**src/rtl/router_pkg.sv**
```systemverilog
// router_pkg
//   Shared definitions for the router block: default datapath widths, the
//   reserved (invalid) destination address and the router FSM state encoding
//   that router_fsm uses to drive the *_state strobes of the register stage.
package router_pkg;

   localparam int DATA_WIDTH_DEF = 8;
   localparam int ADDR_WIDTH_DEF = 2;

   // All-ones address is never routed. This is the default-width form; the
   // register stage builds its own all-ones constant for its ADDR_WIDTH.
   localparam logic [ADDR_WIDTH_DEF-1:0] INVALID_ADDR = '1;

   typedef enum logic [2:0] {
      DECODE_ADDRESS     = 3'd0,
      LOAD_FIRST_DATA    = 3'd1,
      LOAD_DATA          = 3'd2,
      FIFO_FULL_STATE    = 3'd3,
      LOAD_AFTER_FULL    = 3'd4,
      LOAD_PARITY        = 3'd5,
      CHECK_PARITY_ERROR = 3'd6,
      WAIT_TILL_EMPTY    = 3'd7
   } fsm_state_e;

endpackage

```
**src/rtl/router_reg_param_if.sv**
```systemverilog
// router_reg_param_if
//   Bundle between the router FSM/source (master) and the register stage
//   (slave).
//   master drives : pkt_valid, fifo_full, rst_int_reg, detect_add, ld_state,
//                   laf_state, full_state, lfd_state, data_in
//   slave drives  : parity_done, low_pkt_valid, err, len_err, dout
interface router_reg_param_if import router_pkg::*; #(
   parameter int DATA_WIDTH = DATA_WIDTH_DEF
);
   logic                  pkt_valid;
   logic                  fifo_full;
   logic                  rst_int_reg;
   logic                  detect_add;
   logic                  ld_state;
   logic                  laf_state;
   logic                  full_state;
   logic                  lfd_state;
   logic [DATA_WIDTH-1:0] data_in;
   logic                  parity_done;
   logic                  low_pkt_valid;
   logic                  err;
   logic                  len_err;
   logic [DATA_WIDTH-1:0] dout;

   modport master (
      output pkt_valid, fifo_full, rst_int_reg, detect_add, ld_state,
             laf_state, full_state, lfd_state, data_in,
      input  parity_done, low_pkt_valid, err, len_err, dout
   );

   modport slave (
      input  pkt_valid, fifo_full, rst_int_reg, detect_add, ld_state,
             laf_state, full_state, lfd_state, data_in,
      output parity_done, low_pkt_valid, err, len_err, dout
   );
endinterface

```
**src/rtl/router_par_chk.sv**
```systemverilog
// router_par_chk
//   Parity / length checker of the register stage. Accumulates XOR parity of
//   header + payload, latches the packet parity word, counts payload words and
//   evaluates err / len_err once per packet.
//   Ports: clock, resetn (sync, active low); clr (header accepted);
//          lfd_en / ld_en (prioritised state strobes from the top);
//          pkt_valid, data_in, hdr, parity_done in; err, len_err out.
module router_par_chk #(
   parameter int DATA_WIDTH = 8,
   parameter int ADDR_WIDTH = 2,
   parameter bit LEN_CHECK  = 1'b1
) (
   input  logic                  clock,
   input  logic                  resetn,
   input  logic                  clr,
   input  logic                  lfd_en,
   input  logic                  ld_en,
   input  logic                  pkt_valid,
   input  logic [DATA_WIDTH-1:0] data_in,
   input  logic [DATA_WIDTH-1:0] hdr,
   input  logic                  parity_done,
   output logic                  err,
   output logic                  len_err
);
   localparam int LEN_WIDTH = DATA_WIDTH - ADDR_WIDTH;

   logic [DATA_WIDTH-1:0] int_par;
   logic [DATA_WIDTH-1:0] pkt_par;
   logic [LEN_WIDTH-1:0]  cnt;
   logic                  pd_q;
   logic                  chk;

   // Evaluate exactly once: the first cycle parity_done is seen high.
   assign chk = parity_done && !pd_q;

   always_ff @(posedge clock) begin
      if (!resetn) begin
         int_par <= '0;
         pkt_par <= '0;
         cnt     <= '0;
         pd_q    <= 1'b0;
         err     <= 1'b0;
         len_err <= 1'b0;
      end else begin
         pd_q <= parity_done;
         if (clr) begin
            int_par <= '0;
            cnt     <= '0;
            err     <= 1'b0;
            len_err <= 1'b0;
         end else begin
            if (lfd_en)
               int_par <= hdr;
            else if (ld_en && pkt_valid) begin
               // Counted on the load edge only; a replay from hold does not recount.
               int_par <= int_par ^ data_in;
               if (cnt != '1)
                  cnt <= cnt + 1'b1;
            end
            if (chk) begin
               err     <= (int_par != pkt_par);
               len_err <= LEN_CHECK && (cnt != hdr[DATA_WIDTH-1:ADDR_WIDTH]);
            end
         end
         if (ld_en && !pkt_valid)
            pkt_par <= data_in;
      end
   end
endmodule

```
**src/rtl/router_reg_param.sv**
```systemverilog
// router_reg_param
//   Router datapath register stage between the router FSM and the output
//   FIFOs. Latches the header, forwards words on dout, parks a word in hold
//   while the FIFO is full, and raises parity_done / low_pkt_valid. Parity and
//   length checking live in router_par_chk.
//   Ports: clock, resetn (sync, active low), rif (router_reg_param_if.slave).
//   rif must be instantiated with the same DATA_WIDTH as this module.
module router_reg_param import router_pkg::*; #(
   parameter int DATA_WIDTH = DATA_WIDTH_DEF,
   parameter int ADDR_WIDTH = ADDR_WIDTH_DEF,
   parameter bit LEN_CHECK  = 1'b1
) (
   input  logic              clock,
   input  logic              resetn,
   router_reg_param_if.slave rif
);
   localparam logic [ADDR_WIDTH-1:0] ADDR_INV = '1;

   logic [DATA_WIDTH-1:0] hdr;
   logic [DATA_WIDTH-1:0] hold;
   logic [DATA_WIDTH-1:0] dout_q;
   logic                  low_q;
   logic                  pd_q;
   logic                  hdr_acc;
   logic                  lfd_en;
   logic                  ld_en;
   logic                  laf_en;

   assign hdr_acc = rif.detect_add && rif.pkt_valid &&
                    (rif.data_in[ADDR_WIDTH-1:0] != ADDR_INV);

   // State strobes prioritised lfd > ld > laf; full_state freezes the datapath.
   assign lfd_en = rif.lfd_state && !rif.full_state;
   assign ld_en  = rif.ld_state && !rif.lfd_state && !rif.full_state;
   assign laf_en = rif.laf_state && !rif.ld_state && !rif.lfd_state && !rif.full_state;

   always_ff @(posedge clock) begin
      if (!resetn) begin
         hdr    <= '0;
         hold   <= '0;
         dout_q <= '0;
         low_q  <= 1'b0;
         pd_q   <= 1'b0;
      end else begin
         if (hdr_acc)
            hdr <= rif.data_in;

         if (lfd_en)
            dout_q <= hdr;
         else if (ld_en) begin
            if (!rif.fifo_full)
               dout_q <= rif.data_in;
            else
               hold <= rif.data_in;
         end else if (laf_en)
            dout_q <= hold;

         if (rif.rst_int_reg)
            low_q <= 1'b0;
         else if (ld_en && !rif.pkt_valid)
            low_q <= 1'b1;

         // Parity word either goes straight out, or is replayed from hold
         // in laf_state once the FIFO drains.
         if (hdr_acc)
            pd_q <= 1'b0;
         else if (ld_en && !rif.pkt_valid && !rif.fifo_full)
            pd_q <= 1'b1;
         else if (laf_en && low_q && !pd_q)
            pd_q <= 1'b1;
      end
   end

   router_par_chk #(
      .DATA_WIDTH (DATA_WIDTH),
      .ADDR_WIDTH (ADDR_WIDTH),
      .LEN_CHECK  (LEN_CHECK)
   ) u_par_chk (
      .clock       (clock),
      .resetn      (resetn),
      .clr         (hdr_acc),
      .lfd_en      (lfd_en),
      .ld_en       (ld_en),
      .pkt_valid   (rif.pkt_valid),
      .data_in     (rif.data_in),
      .hdr         (hdr),
      .parity_done (pd_q),
      .err         (rif.err),
      .len_err     (rif.len_err)
   );

   assign rif.dout          = dout_q;
   assign rif.low_pkt_valid = low_q;
   assign rif.parity_done   = pd_q;
endmodule

```
**src/flat_wrapper.sv**
```systemverilog
// flat-port wrapper written by rule: the top's interface ports become plain ports
module router_reg_param_flat import router_pkg::*;
#(
   parameter int DATA_WIDTH = DATA_WIDTH_DEF,
   parameter int ADDR_WIDTH = ADDR_WIDTH_DEF,
   parameter bit LEN_CHECK  = 1'b1
)
  (clock, resetn, rif_pkt_valid, rif_fifo_full, rif_rst_int_reg, rif_detect_add, rif_ld_state, rif_laf_state, rif_full_state, rif_lfd_state, rif_data_in, rif_parity_done, rif_low_pkt_valid, rif_err, rif_len_err, rif_dout);
  router_reg_param_if #(.DATA_WIDTH(DATA_WIDTH)) rif_i ();
  input  logic clock;
  input  logic resetn;
  input wire logic [$bits(rif_i.pkt_valid)-1:0] rif_pkt_valid;
  input wire logic [$bits(rif_i.fifo_full)-1:0] rif_fifo_full;
  input wire logic [$bits(rif_i.rst_int_reg)-1:0] rif_rst_int_reg;
  input wire logic [$bits(rif_i.detect_add)-1:0] rif_detect_add;
  input wire logic [$bits(rif_i.ld_state)-1:0] rif_ld_state;
  input wire logic [$bits(rif_i.laf_state)-1:0] rif_laf_state;
  input wire logic [$bits(rif_i.full_state)-1:0] rif_full_state;
  input wire logic [$bits(rif_i.lfd_state)-1:0] rif_lfd_state;
  input wire logic [$bits(rif_i.data_in)-1:0] rif_data_in;
  output wire logic [$bits(rif_i.parity_done)-1:0] rif_parity_done;
  output wire logic [$bits(rif_i.low_pkt_valid)-1:0] rif_low_pkt_valid;
  output wire logic [$bits(rif_i.err)-1:0] rif_err;
  output wire logic [$bits(rif_i.len_err)-1:0] rif_len_err;
  output wire logic [$bits(rif_i.dout)-1:0] rif_dout;
  assign rif_i.pkt_valid = rif_pkt_valid;
  assign rif_i.fifo_full = rif_fifo_full;
  assign rif_i.rst_int_reg = rif_rst_int_reg;
  assign rif_i.detect_add = rif_detect_add;
  assign rif_i.ld_state = rif_ld_state;
  assign rif_i.laf_state = rif_laf_state;
  assign rif_i.full_state = rif_full_state;
  assign rif_i.lfd_state = rif_lfd_state;
  assign rif_i.data_in = rif_data_in;
  assign rif_parity_done = rif_i.parity_done;
  assign rif_low_pkt_valid = rif_i.low_pkt_valid;
  assign rif_err = rif_i.err;
  assign rif_len_err = rif_i.len_err;
  assign rif_dout = rif_i.dout;
  router_reg_param #(.DATA_WIDTH(DATA_WIDTH), .ADDR_WIDTH(ADDR_WIDTH), .LEN_CHECK(LEN_CHECK)) u_core (.clock(clock), .resetn(resetn), .rif(rif_i));
endmodule
```
**config.mk**
```make
export PLATFORM = sky130hd
export DESIGN_NAME = router_reg_param_flat
export DESIGN_NICKNAME = d
export VERILOG_FILES = /design/src/rtl/router_pkg.sv /design/src/rtl/router_reg_param_if.sv /design/src/rtl/router_par_chk.sv /design/src/rtl/router_reg_param.sv /design/src/flat_wrapper.sv
export SDC_FILE = /design/constraint.sdc
export NUM_CORES = 1
export LEC_CHECK = 0
export CELL_PAD_IN_SITES_DETAIL_PLACEMENT = 0
export CELL_PAD_IN_SITES_GLOBAL_PLACEMENT = 1
export CORE_ASPECT_RATIO = 0.8
export CORE_MARGIN = 2
export CORE_UTILIZATION = 44
export CTS_CLUSTER_DIAMETER = 30
export DETAILED_ROUTE_END_ITERATION = 12
export PLACE_DENSITY_LB_ADDON = 0.1
export SLEW_MARGIN = 20
export SYNTH_ARGS = -nofsm -noshare
export SYNTH_HDL_FRONTEND = slang
export SYNTH_SLANG_ARGS = --single-unit
```
**constraint.sdc**
```tcl
create_clock -name clock -period 2.4 [get_ports clock]
set_input_delay 0.48 -clock clock [delete_from_list [all_inputs] [get_ports clock]]
set_output_delay 0.48 -clock clock [all_outputs]
set_load 0.005 [all_outputs]
```
==> impl_metrics.py <==
metrics = {
    "outcome": {
        "status": "finished clean",
    },
    "global_routing": {
        "grt_pass1_wl_um": 8820,
        "grt_max_degree": 20,
        "grt_pass1_vias": 1786,
        "track_usage": 0.197,
        "grt.overflow.total": 0,
        "antenna_found_initial": 0,
    },
    "setup_path": {
        "critPathRequiredTime_ns": 2.60,
        "worstPathCellList": "clkdlybuf4s50_1, and4bb_2, nand2_1, xor2_1, a211oi_1",
        "setup.worst_path.class": "in -> reg",
        "end_kind": "flip-flop",
        "worstPathArrival_ns": 2.13,
        "start_kind": "input port",
        "path_max_fanout": 13,
        "crit_slowest_cell": "clkdlybuf4s50_1",
        "max_stage_delay_ns": 0.63,
    },
    "logic_synthesis": {
        "syn-cell-area_um2": 2290,
        "ys_seq_area_frac": 0.446,
        "yosysMostFrequentCell": "dfxtp_1",
        "synth_async_sr_flop_share": 0,
        "synth.top_cell.area_share": 0.446,
        "synth_area_leaders": "dfxtp_1, nand2_1, xor2_1, a21oi_1, xnor2_1",
        "synth_commonest_cells": "dfxtp_1, nand2_1, nor2_1",
        "synth_area_per_cell_um2": 8.73,
        "synth_edf_count": 0,
        "syn-num-nets": 281,
        "synth_cell_type_count": 38,
        "yosys_warnings": 0,
        "syn-instance-count": 262,
        "ys_ff_latch": 51,
        "synth_area_leader_cell": "dfxtp_1",
        "synthFlopType": "dfxtp_1",
    },
    "die": {
        "core-area_um2": 5010,
        "die_h_um": 68.5,
        "dieArea_um2": 5800,
        "die_w_um": 84.6,
        "ios": 30,
        "rows": 23,
        "start_util": 0.457,
    },
    "timing": {
        "skew_ns": 0.00536,
        "max_freq_mhz": 518,
        "drv_slew": 0,
        "rsz0062_at_grt": "no",
        "fin_crit_sh": 0.805,
        "fin_setup_tns_ns": 0,
        "hold_viol": 0,
        "tightest_slew_ns": 0.538,
        "slew_headroom": 0.641,
        "final.min_clock_period_ns": 1.93,
        "setup_violations": 0,
        "whs_ns": 0.458,
    },
    "routing": {
        "drc": 0,
        "wl_um": 5370,
        "dr.first_iter.drc_count": 100,
        "vias": 1929,
        "drt.antenna.violating_nets": 0,
        "wire_per_inst_um": 15.0,
        "drtPass1Iterations": 4,
        "vias_per_cell": 5.40,
    },
    "power_and_ir_drop": {
        "p_per_area_nw_per_um2": 601,
        "ir_worst_vdd_uv": 327,
        "power.leakage_nw": 1.04,
    },
    "hold_path": {
        "hp-class": "reg -> reg",
    },
    "cts": {
        "cts_buffer_depth": 2,
        "postCtsSetupRepairBufs": 0,
        "post_cts_resized": 0,
        "holdBufCountCts": 0,
        "clock_latency_ns": 0.30,
        "clkSinkCount": 51,
        "tritoncts": "built",
        "path_clk_slew_ns": 0.09,
        "htreeDepth": 2,
        "cts_buffers": 5,
        "root_buffer": "clkbuf_8",
    },
    "placement": {
        "place_congestion": 0.789,
        "dp_hpwl_um": 3930,
        "io_buffers": 29,
        "placed_cell_area_um2": 2660,
    },
    "layout": {
        "drive_above_1_share": 0.0644,
        "stdcell_area_um2": 2770,
        "syn2layout_area_growth_pct": 20.8,
        "final_nets": 314,
        "antennaDiodeCount": 0,
        "num-fill-cells": 499,
    },
    "flow_run": {
        "cap_violations": 0,
    },
}
## final cells by class
class                           count  area (µm²)  share of cell area
Tap cell                           62        77.6              0.0281
Multi-Input combinational cell    198        1200               0.435
Inverter                            1        3.75             0.00136
Sequential cell                    51        1020               0.369
Clock buffer                        6        72.6              0.0262
Timing Repair Buffer               38         358               0.129
Clock inverter                      1        30.0              0.0109
## placed cells by master (no fill, tap or decap), drive strengths merged, types with 2 or more instances in the layout
master / instances
dfxtp: 51
nand2: 49
clkdlybuf4s50: 29
nor2: 24
a21oi: 20
xor2: 13
xnor2: 11
a211oi: 10
mux2i: 9
buf: 9
a22oi: 8
o21ai: 8
a22o: 8
nor2b: 6
clkbuf: 6
nor3: 5
and3: 4
a311oi: 3
nand3: 3
o21bai: 2
nand4: 2
## metal layers
layer	vias to the layer above	share of wire	track usage	routed length, µm
li1	978	-	-	-
met1	907	0.51	0.277	2740
met2	37	0.42	0.303	2270
met3	7	0.054	0.0440	290
met4	0	0.012	0.0675	65
met5	-	0	0	0
## cells by family after synthesis
family	synth area share
compound gates	0.179
buf+inv	0.0284
flops	0.446
fa+ha+maj	0.00547
xor+xnor	0.0919
simple gates	0.210
mux	0.0394
## worst max-delay path, delay by kind of cell
family / cells / cell delay (ns)
xor gates and xnor gates: 1 / 0.15
buffers and inverters: 1 / 0.63
and+or+nand+nor: 2 / 0.58
AOI/OAI and AO/OA: 1 / 0.29
## metrics by stage
step,std cells,power (mW),util,setup WS [ns]
floorplan,262,1.02,-,0.898
global placement,350,1.10,0.532,0.238
detailed placement,350,1.10,0.532,0.193
CTS,357,1.68,0.552,0.490
global route,357,1.74,0.552,0.308
finish,357,1.66,0.552,0.468
## sequential cells by signal (all words and copies together) (netlist names)
name                      flops
u_core.u_par_chk.len_err      1
u_core.u_par_chk.int_par      8
u_core.hdr                    8
u_core.u_par_chk.err          1
u_core.u_par_chk.pkt_par      8
u_core.u_par_chk.cnt          6
u_core.rif.low_pkt_valid      1
u_core.u_par_chk.pd_q         1
u_core.rif.dout               8
u_core.hold                   8
u_core.rif.parity_done        1
## where the power goes
| group | switching [mW] | total, mW | internal [mW] |
|---|---|---|---|
| logic | 0.102 | 0.193 | 0.0909 |
| clock network | 0.273 | 0.579 | 0.306 |
| registers | 0.0210 | 0.891 | 0.870 |
## worst paths after layout
path,startpoint,endpoint,slack [ns],depth (start not counted)
worst max-delay path,rif_ld_state,u_core.u_par_chk.int_par[1]$_SDFFE_PP0P_,0.47,5
worst min-delay path,u_core.hold[3]$_SDFFE_PN0P_,u_core.hold[3]$_SDFFE_PN0P_,0.46,2
worst max register to register,u_core.u_par_chk.cnt[0]$_SDFFE_PP0P_,u_core.u_par_chk.cnt[4]$_SDFFE_PP0P_,1.08,4
worst min register to register,u_core.hold[3]$_SDFFE_PN0P_,u_core.hold[3]$_SDFFE_PN0P_,0.46,2
Note: power is estimated with default switching activity, not from simulation.
